[src/rtl/tile_renderer.sv]
// Pipelined tile-grid colour generator: VGA counters in, registered 12-bit RGB out two cycles later.
// Optional grid-line overlay is enabled by defining TILE_RENDERER_GRID_LINES_EN.
module tile_renderer #(
    parameter int unsigned H_ACTIVE        = 640,
    parameter int unsigned V_ACTIVE        = 480,
    parameter int unsigned TILE_SIZE       = 40,
    parameter int unsigned COLS            = 16,
    parameter int unsigned ROWS            = 12,
    parameter int unsigned NUM_SPRITES     = 3,
    parameter int unsigned ENEMY_ROWS      = 5,
    parameter int unsigned ENEMY_COLS      = 6,
    parameter int unsigned ENEMY_COL_START = 4,
    parameter logic [11:0] HOME_COLOR      = 12'h282,
    localparam int unsigned COL_W = (COLS > 1) ? $clog2(COLS) : 1,
    localparam int unsigned ROW_W = (ROWS > 1) ? $clog2(ROWS) : 1,
    localparam int unsigned IDX_W = (NUM_SPRITES > 1) ? $clog2(NUM_SPRITES) : 1,
    localparam int unsigned EA_W  = (ENEMY_ROWS * ENEMY_COLS > 1) ? $clog2(ENEMY_ROWS * ENEMY_COLS) : 1
) (
    input  logic             clk,
    input  logic             reset,
    input  logic             pix_en,
    input  logic [9:0]       hcount,
    input  logic [9:0]       vcount,
    input  logic [ROW_W-1:0] player_row,
    input  logic             spr_wr_valid,
    output logic             spr_wr_ready,
    input  logic [IDX_W-1:0] spr_wr_idx,
    input  logic [COL_W-1:0] spr_wr_col,
    input  logic [ROW_W-1:0] spr_wr_row,
    input  logic [11:0]      spr_wr_color,
    output logic [EA_W-1:0]  enemy_rd_addr,
    input  logic [11:0]      enemy_rd_data,
    output logic [11:0]      rgb,
    output logic             rgb_valid
);
    localparam int unsigned SUB_W = (TILE_SIZE > 1) ? $clog2(TILE_SIZE) : 1;
    // Tile counters saturate one past the grid so blanking never wraps back into it.
    localparam int unsigned CC_W  = $clog2(COLS + 1);
    localparam int unsigned RC_W  = $clog2(ROWS + 1);

    typedef struct packed {
        logic [COL_W-1:0] col;
        logic [ROW_W-1:0] row;
        logic [11:0]      color;
    } spr_t;

    typedef enum logic {WAIT_SYNC, RUN} state_t;

    state_t           state_q, state_d;
    logic             ready_q;
    spr_t             shadow_q [NUM_SPRITES];
    spr_t             active_q [NUM_SPRITES];
    logic [ROW_W-1:0] prow_q;

    logic [SUB_W-1:0] xsub_q, ysub_q;
    logic [CC_W-1:0]  col_q;
    logic [RC_W-1:0]  row_q;

    logic             line_start, frame_start, wr_fire, pix_active;
    logic [SUB_W-1:0] cur_xsub, cur_ysub, nxt_xsub;
    logic [CC_W-1:0]  cur_col, nxt_col;
    logic [RC_W-1:0]  cur_row;

    logic             s1_valid, s1_active;
    logic [CC_W-1:0]  s1_col;
    logic [RC_W-1:0]  s1_row;
`ifdef TILE_RENDERER_GRID_LINES_EN
    logic             s1_edge;
`endif

    logic             spr_hit, enemy_slot;
    logic [11:0]      spr_color, color_d;

    assign line_start   = (hcount == 10'd0);
    assign frame_start  = pix_en && line_start && (vcount == 10'd0);
    assign spr_wr_ready = ready_q && !frame_start;
    assign wr_fire      = spr_wr_valid && spr_wr_ready;

    // Frame sync FSM
    always_comb begin
        state_d = state_q;
        case (state_q)
            WAIT_SYNC: if (frame_start) state_d = RUN;
            RUN:       state_d = RUN;
            default:   state_d = WAIT_SYNC;
        endcase
    end

    // Divider-free tile position of the pixel presented this cycle
    always_comb begin
        cur_xsub = line_start ? '0 : xsub_q;
        cur_col  = line_start ? '0 : col_q;
        cur_ysub = ysub_q;
        cur_row  = row_q;
        if (line_start) begin
            if (vcount == 10'd0) begin
                cur_ysub = '0;
                cur_row  = '0;
            end else if (ysub_q == SUB_W'(TILE_SIZE - 1)) begin
                cur_ysub = '0;
                cur_row  = (row_q < RC_W'(ROWS)) ? row_q + RC_W'(1) : row_q;
            end else begin
                cur_ysub = ysub_q + SUB_W'(1);
            end
        end
        nxt_xsub = cur_xsub + SUB_W'(1);
        nxt_col  = cur_col;
        if (cur_xsub == SUB_W'(TILE_SIZE - 1)) begin
            nxt_xsub = '0;
            nxt_col  = (cur_col < CC_W'(COLS)) ? cur_col + CC_W'(1) : cur_col;
        end
        pix_active = (hcount < 10'(H_ACTIVE)) && (vcount < 10'(V_ACTIVE)) &&
                     (cur_col < CC_W'(COLS)) && (cur_row < RC_W'(ROWS));
        enemy_rd_addr = reset ? '0 :
            EA_W'(32'(cur_row >> 1) * ENEMY_COLS + 32'(cur_col >> 1) - ENEMY_COL_START / 2);
    end

    // Stage 1 priority resolve; sprites scanned high to low so the lowest index wins
    always_comb begin
        spr_hit   = 1'b0;
        spr_color = '0;
        for (int i = int'(NUM_SPRITES) - 1; i >= 0; i--) begin
            if (active_q[i].color != 12'h000 && CC_W'(active_q[i].col) == s1_col &&
                RC_W'(active_q[i].row) == s1_row) begin
                spr_hit   = 1'b1;
                spr_color = active_q[i].color;
            end
        end
        enemy_slot = s1_row[0] && !s1_col[0] && (s1_col >= CC_W'(ENEMY_COL_START)) &&
                     ((32'(s1_col - CC_W'(ENEMY_COL_START)) >> 1) < ENEMY_COLS) &&
                     ((32'(s1_row) >> 1) < ENEMY_ROWS);
        color_d = '0;
        if (s1_active) begin
            if (s1_col == '0)                                         color_d = HOME_COLOR;
            else if (s1_col == CC_W'(1) && s1_row == RC_W'(prow_q))   color_d = 12'hFFF;
            else if (spr_hit)                                         color_d = spr_color;
            else if (enemy_slot)                                      color_d = enemy_rd_data;
`ifdef TILE_RENDERER_GRID_LINES_EN
            else if (s1_edge)                                         color_d = 12'h222;
`endif
        end
    end

    always_ff @(posedge clk) begin
        if (reset) begin
            state_q   <= WAIT_SYNC;
            ready_q   <= 1'b0;
            prow_q    <= '0;
            xsub_q    <= '0;
            ysub_q    <= '0;
            col_q     <= '0;
            row_q     <= '0;
            s1_valid  <= 1'b0;
            s1_active <= 1'b0;
            s1_col    <= '0;
            s1_row    <= '0;
`ifdef TILE_RENDERER_GRID_LINES_EN
            s1_edge   <= 1'b0;
`endif
            rgb       <= '0;
            rgb_valid <= 1'b0;
            for (int i = 0; i < int'(NUM_SPRITES); i++) begin
                shadow_q[i] <= '0;
                active_q[i] <= '0;
            end
        end else begin
            state_q <= state_d;
            ready_q <= 1'b1;
            if (frame_start) begin
                prow_q <= player_row;
                for (int i = 0; i < int'(NUM_SPRITES); i++) active_q[i] <= shadow_q[i];
            end
            // Out-of-range indices match no entry and are dropped
            for (int i = 0; i < int'(NUM_SPRITES); i++) begin
                if (wr_fire && spr_wr_idx == IDX_W'(i))
                    shadow_q[i] <= {spr_wr_col, spr_wr_row, spr_wr_color};
            end
            if (pix_en) begin
                xsub_q    <= nxt_xsub;
                col_q     <= nxt_col;
                ysub_q    <= cur_ysub;
                row_q     <= cur_row;
                s1_active <= pix_active;
                s1_col    <= cur_col;
                s1_row    <= cur_row;
`ifdef TILE_RENDERER_GRID_LINES_EN
                s1_edge   <= (cur_xsub == '0) || (cur_ysub == '0);
`endif
            end
            s1_valid  <= pix_en && (state_q == RUN || frame_start);
            rgb_valid <= s1_valid;
            if (s1_valid) rgb <= color_d;
        end
    end

endmodule

[config.mk]
export PLATFORM = sky130hd
export DESIGN_NAME = tile_renderer
export DESIGN_NICKNAME = d
export VERILOG_FILES = /design/src/rtl/tile_renderer.sv
export SDC_FILE = /design/constraint.sdc
export NUM_CORES = 1
export LEC_CHECK = 0
export CAP_MARGIN = 20
export CORE_MARGIN = 2
export CORE_UTILIZATION = 30
export CTS_CLUSTER_DIAMETER = 150
export CTS_CLUSTER_SIZE = 16
export DETAILED_ROUTE_END_ITERATION = 10
export GPL_ROUTABILITY_DRIVEN = 0
export SLEW_MARGIN = 10
export SYNTH_ARGS = -nofsm -noshare
export SYNTH_HDL_FRONTEND = slang
export SYNTH_SLANG_ARGS = --single-unit
[constraint.sdc]
create_clock -name clk -period 5.4 [get_ports clk]
set_input_delay 0.81 -clock clk [delete_from_list [all_inputs] [get_ports clk]]
set_output_delay 0.81 -clock clk [all_outputs]
set_load 0.02 [all_outputs]
# Word-level counts from Yosys, hierarchy flattened
# Memory sizes are Yosys's and may differ from the RTL's.
# Index checks and enable logic that the tools add are counted.
dict set report op_classes {
  n_addsub 7
  mul 1
  n_lt_le_gt_ge 8
  n_eq_ne 12
  mux 45
  bitwise_logic 7
  reduce_logical 33
}
# cell n
set op_table {}
lappend op_table {{$mux 20} 6}
lappend op_table {{$mux 12} 8}
lappend op_table {{$reduce_bool 12->1} 3}
lappend op_table {{$lt 31x3->1 const B} 1}
lappend op_table {{$mux 6} 4}
lappend op_table {{$logic_and 1x1->1} 22}
lappend op_table {{$logic_not 10->1} 2}
lappend op_table {{$mux 5} 4}
lappend op_table {{$mux 1} 18}
lappend op_table {{$eq 4x4->1} 4}
lappend op_table {{$mux 4} 4}
lappend op_table {{$eq 4x5->1} 3}
lappend op_table {{$add 6x1->6 const B} 2}
lappend op_table {{$eq 6x6->1 const B} 2}
lappend op_table {{$lt 10x10->1 const B} 1}
lappend op_table {{$lt 10x9->1 const B} 1}
lappend op_table {{$lt 4x4->1 const B} 2}
lappend op_table {{$or 1x1->1} 6}
lappend op_table {{$sub 5x3->6 const B} 1}
lappend op_table {{$add 5x1->5 const B} 1}
lappend op_table {{$add 5x4->5} 1}
lappend op_table {{$eq 5x1->1 const B} 1}
lappend op_table {{$ge 5x3->1 const B} 1}
lappend op_table {{$logic_not 5->1} 1}
lappend op_table {{other kinds (13)} 14}
dict set report totals {
  regBits 47
  mem_bits_rw 120
  in_bits 62
  out_inout_bits 19
  elab_cells 127
  mem_count 2
}
# name words word_bits rd rd_ports_with_merged_regs wr line_no
set mem_list {}
lappend mem_list {active_q 3 20 3 0 3 52} ;# spr_t active_q [NUM_SPRITES];
lappend mem_list {shadow_q 3 20 3 0 3 51} ;# spr_t shadow_q [NUM_SPRITES];

# Depth between registers and ports, before layout
# Gate-level depths: netlist of the first run.
dict set report depth {
  depth_word 11
  ltp_mapped 17
  mapped_depth_nobuf 17
}

# Worst setup path after synthesis of the first run
# No wires, ideal clock.
dict set report synth_path {
  path_type {input-to-output}
  from {in hcount[1]}
  to {out enemy_rd_addr[4]}
  t_arrival_ns 4.461
  required_ns 4.590
  path_slack_ns 0.129
  path_stages 15
  path_buffers 1
  path_cell_list {nor4_2 > and3_1 > buf_2 > nand3_1 > o31ai_1 > a21oi_1 > ha_1 > fa_1 > inv_1 > ha_1 > fa_1 > xor2_1 > xnor2_1 > or3_1 > a21oi_1}
}
dict set report synth_between {
  elab_chain_cells 6
  word_cells_on_any_way 7
  classes_between {add/sub: 2; mul: 1; mux: 3; reduce/logical: 1}
}
# element line_no
set synth_lines {}
lappend synth_lines {{start, declared} 22} ;# input logic [9:0] hcount,
lappend synth_lines {{$logic_not 10->1} 74} ;# assign line_start = (hcount == 10'd0);
lappend synth_lines {{$mux 4} 95} ;# if (line_start) begin
lappend synth_lines {{named net cur_row[2]} 62} ;# logic [RC_W-1:0] cur_row;
lappend synth_lines {{$mul 3x2->4} 115} ;# EA_W'(32'(cur_row >> 1) * ENEMY_COLS + 32'(cur_col >> 1) - ENEMY_COL_START / 2);
lappend synth_lines {{$add 5x4->5} 115}
lappend synth_lines {{$sub 5x2->5} 115}
lappend synth_lines {{$mux 5} 114} ;# enemy_rd_addr = reset ? '0 :
lappend synth_lines {{end, declared} 31} ;# output logic [EA_W-1:0] enemy_rd_addr,
# The timed path passes the listed nets, and every way through them passes these cells.

# Worst setup path after layout of the first run
dict set report layout_path {
  from {in vcount[1]}
  to {out enemy_rd_addr[4]}
}
dict set report layout_between {
  elab_chain_cells 7
}
# element line_no
set layout_lines {}
lappend layout_lines {{start, declared} 23} ;# input logic [9:0] vcount,
lappend layout_lines {{$logic_not 10->1} 96} ;# if (vcount == 10'd0) begin
lappend layout_lines {{$mux 4} 96}
lappend layout_lines {{$mux 4} 95}
lappend layout_lines {{named net cur_row[2]} 62}
lappend layout_lines {{$mul 3x2->4} 115}
lappend layout_lines {{$add 5x4->5} 115}
lappend layout_lines {{$sub 5x2->5} 115}
lappend layout_lines {{$mux 5} 114}
# The timed path passes the listed nets, and every way through them passes these cells.

==> reports/results.ini, run 1 <==
[floorplanning]
start_util_pct=30.67
std_cell_rows=58
die_h_um=164.7
ios=81
dieArea_mm2=0.02712
die_w_um=164.7
coreArea_mm2=0.02525

[worst_setup_path]
required_ns=4.59
cp-start-kind=primary input
critPathCaptureType=output port
critPathMaxFanout=2
cp.arrival_ns=4.38
critical_path_class=primary input to output port

[logic_synthesis]
synth-compound-area-share_pct=9.774
yosysWarnings=0
synthCells=663
netlist.top_cell.by_area=edfxtp_1
syn_avg_cell_area_um2=11.68
synth_ff_type=edfxtp_1
synth_enable_flop_cells=120
synth-simple-area-share_pct=21.03
yosysSeqAreaShare_pct=58.68
synth_commonest_cells=edfxtp_1, and3_1, dfxtp_1
synth_area_mm2=0.007745
yosysTopAreaCellShare_pct=46.53
async_flop_share_pct=0
synth_cell_type_count=60
synth_area_leaders=edfxtp_1, dfxtp_1, and3_1
synth_fa_ha_area_share_pct=2.294
synth_most_common_cell=edfxtp_1
synth_top_family_by_area=simple AND/OR/NAND/NOR gates
ys_ff_latch=167
synth_xor_area_share_pct=3.958
synth_mux_area_share_pct=0.7916
synth_fp_nets=738

[timing]
fin_crit_sh_pct=96.14
period_needed_ns=5.192
relSlewSlack_pct=38.11
fmax_mhz=192.6
tightest_slew_ns=0.9250
setup_viol=0
fin_hold_ws_ns=0.4655
maxSlewViolCount=0
hold_viol_final=0
finalClockSkew_ns=0.01578

[cells_and_area]
fillers=2421
syn_to_final_growth_pct=26.61
multi_input_area_mm2=0.003085
seqCellArea_mm2=0.004544
n_antenna_cell=0
final_core_util_pct=38.83
drive_gt1_share_pct=15.27
nNetsFinal=828

[power]
total_power_mw=2.830
combPwrFrac_pct=5.0
intPower_mw=2.218
clkPwrFrac_pct=44.5
seqPwrFrac_pct=50.5
p_leak_nw=3.777
powerDensity_mw_per_mm2=288.6
ir_drop_v=0.0002324
power.switching_mw=0.6121
netSwitchingFraction_pct=21.63

[cts]
clk_latency_ns=0.43
clock_sink_count=167
clockRootBuffer=clkbuf_16
cts.reportedPaths.clkPinSlew_ns=0.06
cts_tree=done
cts_hold_buffers=0
numCtsBuffers=17
cts_max_level=4
cts_buffer_depth=2

[detailed_routing]
vias=5436
drt-initial-drc-count=542
ant_nets=0
drcViolationCount=0
dr.pass1.iters=5
avgRoutedWirePerCell_um=16.89
wl_um=18510
vias_per_cell=4.960

[global_route]
gr-total-overflow=0
grtUsageTotal_pct=13.96
grt_pass1_vias=5335
grt_antenna_before_repair=0
grt_pass1_wl_um=29210
grt_max_degree=77

[placed_design]
port_buffers=80
dp_hpwl_um=12940

[run_status]
status=complete, no violations

[run]
max_cap_viol_count=0

[worst_hold_path]
hold_class=register to register

## cell type report
cell class / count / share of cell area, %
tap: 330 / 4.211
clock inverter: 14 / 1.927
clock buffer: 18 / 4.377
inverter: 12 / 0.4594
timing repair buffer: 117 / 11.22
multi-input combinational: 438 / 31.47
sequential: 167 / 46.34
## registers in the layout (all words and copies together), names as in the netlist
| signal | count |
|---|---|
| s1_row | 4 |
| ysub_q | 6 |
| rgb | 12 |
| s1_valid | 1 |
| s1_col | 5 |
| xsub_q | 6 |
| active_q | 60 |
| s1_active | 1 |
| shadow_q | 60 |
| ready_q | 1 |
| col_q | 5 |
| state_q | 1 |
| prow_q | 4 |
| rgb_valid | 1 |
## power by group through the flow
stage	sequential, mW	clock (mW)	combinational, mW
floorplan	1.45	0	0.0579
global route	1.43	1.33	0.153
finish	1.43	1.26	0.141
detailed placement	1.46	0	0.140
global placement	1.46	0	0.139
CTS	1.43	1.29	0.142
## metrics by stage
step / setup slack, ns / cell area (um2) / setup TNS (ns) / cells
after global routing: -0.005707 / 9806 / -0.005707 / 1096
after detailed placement: -0.6488 / 9040 / -0.7454 / 1061
final: 0.2084 / 9806 / 0 / 1096
after CTS: 0.01874 / 9722 / 0 / 1094
after floorplan: 0.1294 / 7745 / 0 / 663
after global placement: -0.5968 / 9040 / -0.6476 / 1061
## critical path, stage by stage
cell,delay (ns)
clkdlybuf4s50_1,0.42
nor4_2,0.33
and4_1,0.27
nand2_1,0.12
o31ai_4,0.08
a21oi_2,0.07
buf_4,0.15
fa_1,0.53
inv_1,0.07
ha_4,0.24
fa_2,0.35
xor2_2,0.16
xnor2_1,0.13
or3_1,0.36
a21oi_2,0.16
buf_6,0.13
## path summary, 6_finish.rpt
kind / startpoint / to / slack (ns) / depth (start not counted)
worst max-delay path: vcount[1] / enemy_rd_addr[4] / 0.21 / 16
worst min register to register: state_q$_SDFF_PP0_ / state_q$_SDFF_PP0_ / 0.47 / 1
worst max register to register: s1_valid$_SDFF_PP0_ / rgb[3]$_SDFFE_PP0P_ / 2.83 / 5
worst min-delay path: state_q$_SDFF_PP0_ / state_q$_SDFF_PP0_ / 0.47 / 1
## routing by layer
layer  routed length [um]  global-route usage (%)  vias up
met1                 8692                   19.12     2634
met5                    0                       0        -
met2                 8759                   22.33      128
li1                     -                       -     2658
met4                  227                   4.229        0
met3                  830                   2.838       16
## timing repair
item                                   4_1_cts  5_1_grt
pin swaps                                    4        8
buffers inserted                             1        0
resized for setup                           16       16
setup endpoints to repair                    2        2
endpoints found under the hold margin        0        0
## cells by family after synthesis
logic type | Yosys count
DFF | 167
xor gates and xnor gates | 35
buffers and inverters | 58
adders and majority gates | 13
muxes | 6
AOI/OAI and AO/OA | 98
and+or+nand+nor | 286
## layout by cell type, fill, tap and decap left out, types with 7 or more instances in the layout
cell	Yosys	routed
a211oi_1	12	11
o21ai_0	17	17
and2_1	26	26
clkdlybuf4s50_1	0	71
inv_1	12	12
nor2b_1	18	18
xnor2_1	8	8
edfxtp_1	120	120
and3_1	67	66
nor2_1	44	43
nor4_1	12	11
o32ai_2	7	7
xor2_1	27	26
dlymetal6s2s_1	0	7
nand3_1	24	23
buf_4	4	35
o211a_1	9	9
a21oi_1	18	16
dfxtp_1	47	47
nand2_1	29	28
or2_2	12	12
nand4_1	19	19
nor3_1	11	11
clkbuf_16	0	17
ha_1	11	9
No activity file was read; power rests on OpenSTA's default activity.
==> run 2, diff against run 1 <==
- PLACE_DENSITY: unset -> 0.51
==> run 2 against run 1 <==
Compared with the run above:
- hold slack better by 0.0075 ns
- maximum frequency down 0.98%
- non-clock buffer count up 5
- via count up 2.2%
==> reports/results.ini, run 2 (synthesis gave the netlist of run 1 again) <==
[run_status]
status=complete, no violations  ; unchanged

[timing]
fin_crit_sh_pct=97.10  ; was 96.14%
hold_viol_final=0  ; unchanged
fin_hold_ws_ns=0.4729  ; was 0.4655 ns
period_needed_ns=5.243  ; was 5.192 ns
relSlewSlack_pct=41.42  ; was 38.11%
fmax_mhz=190.7  ; was 192.6 MHz
setup_tns_ns=0  ; unchanged
maxSlewViolCount=0  ; unchanged
tightest_slew_ns=0.8759  ; was 0.9250 ns
setup_viol=0  ; unchanged
finalClockSkew_ns=0.009885  ; was 0.01578 ns
rsz0062_at_grt=false
setup_ws_ns=0.1568  ; was 0.2084 ns

[floorplanning]
die_h_um=164.7  ; unchanged
std_cell_rows=58  ; unchanged
die_w_um=164.7  ; unchanged
ios=81  ; unchanged
dieArea_mm2=0.02712  ; unchanged
start_util_pct=30.67  ; unchanged
coreArea_mm2=0.02525  ; unchanged

[detailed_routing]
vias_per_cell=5.045  ; was 4.960
drcViolationCount=0  ; unchanged
ant_nets=0  ; unchanged
avgRoutedWirePerCell_um=17.71  ; was 16.89 um
dr.pass1.iters=8  ; was 5
vias=5554  ; was 5436
wl_um=19500  ; was 18510 um
drt-initial-drc-count=590  ; was 542

[power]
combPwrFrac_pct=4.9  ; was 5.0%
total_power_mw=2.772  ; was 2.830 mW
p_leak_nw=3.743  ; was 3.777 nW
power.switching_mw=0.6403  ; was 0.6121 mW
ir_drop_v=0.0002394  ; was 0.0002324 V
netSwitchingFraction_pct=23.10  ; was 21.63%
seqPwrFrac_pct=51.6  ; was 50.5%
powerDensity_mw_per_mm2=283.6  ; was 288.6 mW/mm2
intPower_mw=2.132  ; was 2.218 mW
clkPwrFrac_pct=43.5  ; was 44.5%

[worst_setup_path]
cp.arrival_ns=4.43  ; was 4.38 ns
cp-start-kind=primary input  ; unchanged
critPathBufInv=3  ; was 4
max_stage_delay_ns=0.48  ; was 0.53 ns
required_ns=4.59  ; about the same
critPathCaptureType=output port  ; unchanged
critPathSlowestCell=fa_1  ; unchanged
critical_path_class=primary input to output port  ; unchanged
critical_path.top_delay_family=adder cells  ; unchanged
critPathMaxFanout=3  ; was 2
cp_cell_sequence=dlygate4sd2_1 > nor4_4 > nand3_2 > a211oi_2 > mux2i_1 > nor2_1 > ha_2 > fa_1 > inv_1 > ha_4 > fa_2 > xor2_1 > xnor2_1 > or3_4 > a21oi_2 > buf_4  ; was clkdlybuf4s50_1 > nor4_2 > and4_1 > nand2_1 > o31ai_4 > a21oi_2 > buf_4 > fa_1 > inv_1 > ha_4 > fa_2 > xor2_2 > xnor2_1 > or3_1 > a21oi_2 > buf_6

[cts]
numCtsBuffers=17  ; unchanged
cts_max_level=4  ; unchanged
clk_latency_ns=0.43  ; about the same
clockRootBuffer=clkbuf_16  ; unchanged
clock_sink_count=167  ; unchanged
cts_buffer_depth=2  ; unchanged
cts_tree=done  ; unchanged
cts.reportedPaths.clkPinSlew_ns=0.06  ; about the same

[global_route]
met2_usage_pct=24.21  ; was 22.33%
grt_use_met1_pct=20.39  ; was 19.12%
grt_max_degree=77  ; unchanged
grtUsageTotal_pct=15.15  ; was 13.96%
grt_pass1_wl_um=31270  ; was 29210 um
top_usage_layer=met2  ; unchanged
grt_antenna_before_repair=0  ; unchanged
grt.met3_usage_pct=3.064  ; was 2.838%
grt_pass1_vias=5695  ; was 5335
gr-total-overflow=0  ; unchanged

[cells_and_area]
layout_commonest_cell=edfxtp_1  ; unchanged
final_cell_mix=edfxtp_1, clkdlybuf4s50_1, and3_1, dfxtp_1, nor2_1  ; unchanged
final_cells=1101  ; was 1096
n_antenna_cell=0  ; unchanged
top_regs=active_q: 60 flops, shadow_q: 60 flops, rgb: 12 flops  ; unchanged
drive_gt1_share_pct=15.82  ; was 15.27%
nNetsFinal=833  ; was 828
syn_to_final_growth_pct=26.24  ; was 26.61%

[run]
max_cap_viol_count=0  ; unchanged

[placed_design]
dp_hpwl_um=13780  ; was 12940 um
port_buffers=80  ; unchanged
place_ws_ns=-0.7340  ; was -0.6488 ns
dpl.cell_count=1057  ; was 1061

[worst_hold_path]
hold_class=register to register  ; unchanged

-- run 2: cell types whose count changed in the layout (fill, tap and decap cells not counted), sizes merged --
cell          before  now
buf               37   43
dlygate4sd2        1    6
dlymetal6s2s       7    2
clkinv             4    0
inv               18   22
bufinv             3    1
clkinvlp           1    3
clkbuf            19   18
-- run 2: cell type report --
cell class / count / area (um2)
clock buffer: 18 / 429.2
clock inverter: 14 / 155.1
fill: 2414 / 15480
inverter: 12 / 45.04
multi-input combinational: 438 / 3074
sequential: 167 / 4544
tap: 330 / 412.9
timing repair buffer: 122 / 1116
-- run 2: through the flow --
step,util [%],instance area (um2)
final,38.71,9777
after global placement,35.68,9010
after global routing,38.71,9777
after CTS,38.58,9742
after detailed placement,35.68,9010
after floorplan,-,7745
-- run 2: final timing paths --
check / start / to / slack, ns / cells past startpoint
max: hcount[0] / enemy_rd_addr[4] / 0.16 / 16
min: state_q$_SDFF_PP0_ / state_q$_SDFF_PP0_ / 0.47 / 1
max reg2reg: ysub_q[1]$_SDFFE_PP0P_ / s1_row[2]$_SDFFE_PP0P_ / 2.68 / 18
min reg2reg: state_q$_SDFF_PP0_ / state_q$_SDFF_PP0_ / 0.47 / 1
-- run 2: power by group through the flow --
stage	registers [mW]	clock network (mW)	logic, mW
2_1_floorplan	1.45	0	0.0579
3_3_place_gp	1.46	0	0.137
3_5_place_dp	1.46	0	0.139
4_1_cts	1.43	1.24	0.139
5_1_grt	1.43	1.29	0.150
6_report	1.43	1.21	0.136
-- run 2: repair_timing --
item / CTS / global route
hold buffers: 0 / 0
buffers inserted: 10 / 0
endpoints found under the setup margin: 2 / 2
cloned: 0 / 0
pin swaps: 7 / 9
resized for setup: 25 / 6
-- run 2: per-layer routing --
metal | share of wire [%] | vias up
met5 | 0 | -
met2 | 47 | 152
met3 | 4.2 | 30
met4 | 1.9 | 0
li1 | - | 2673
met1 | 47 | 2699
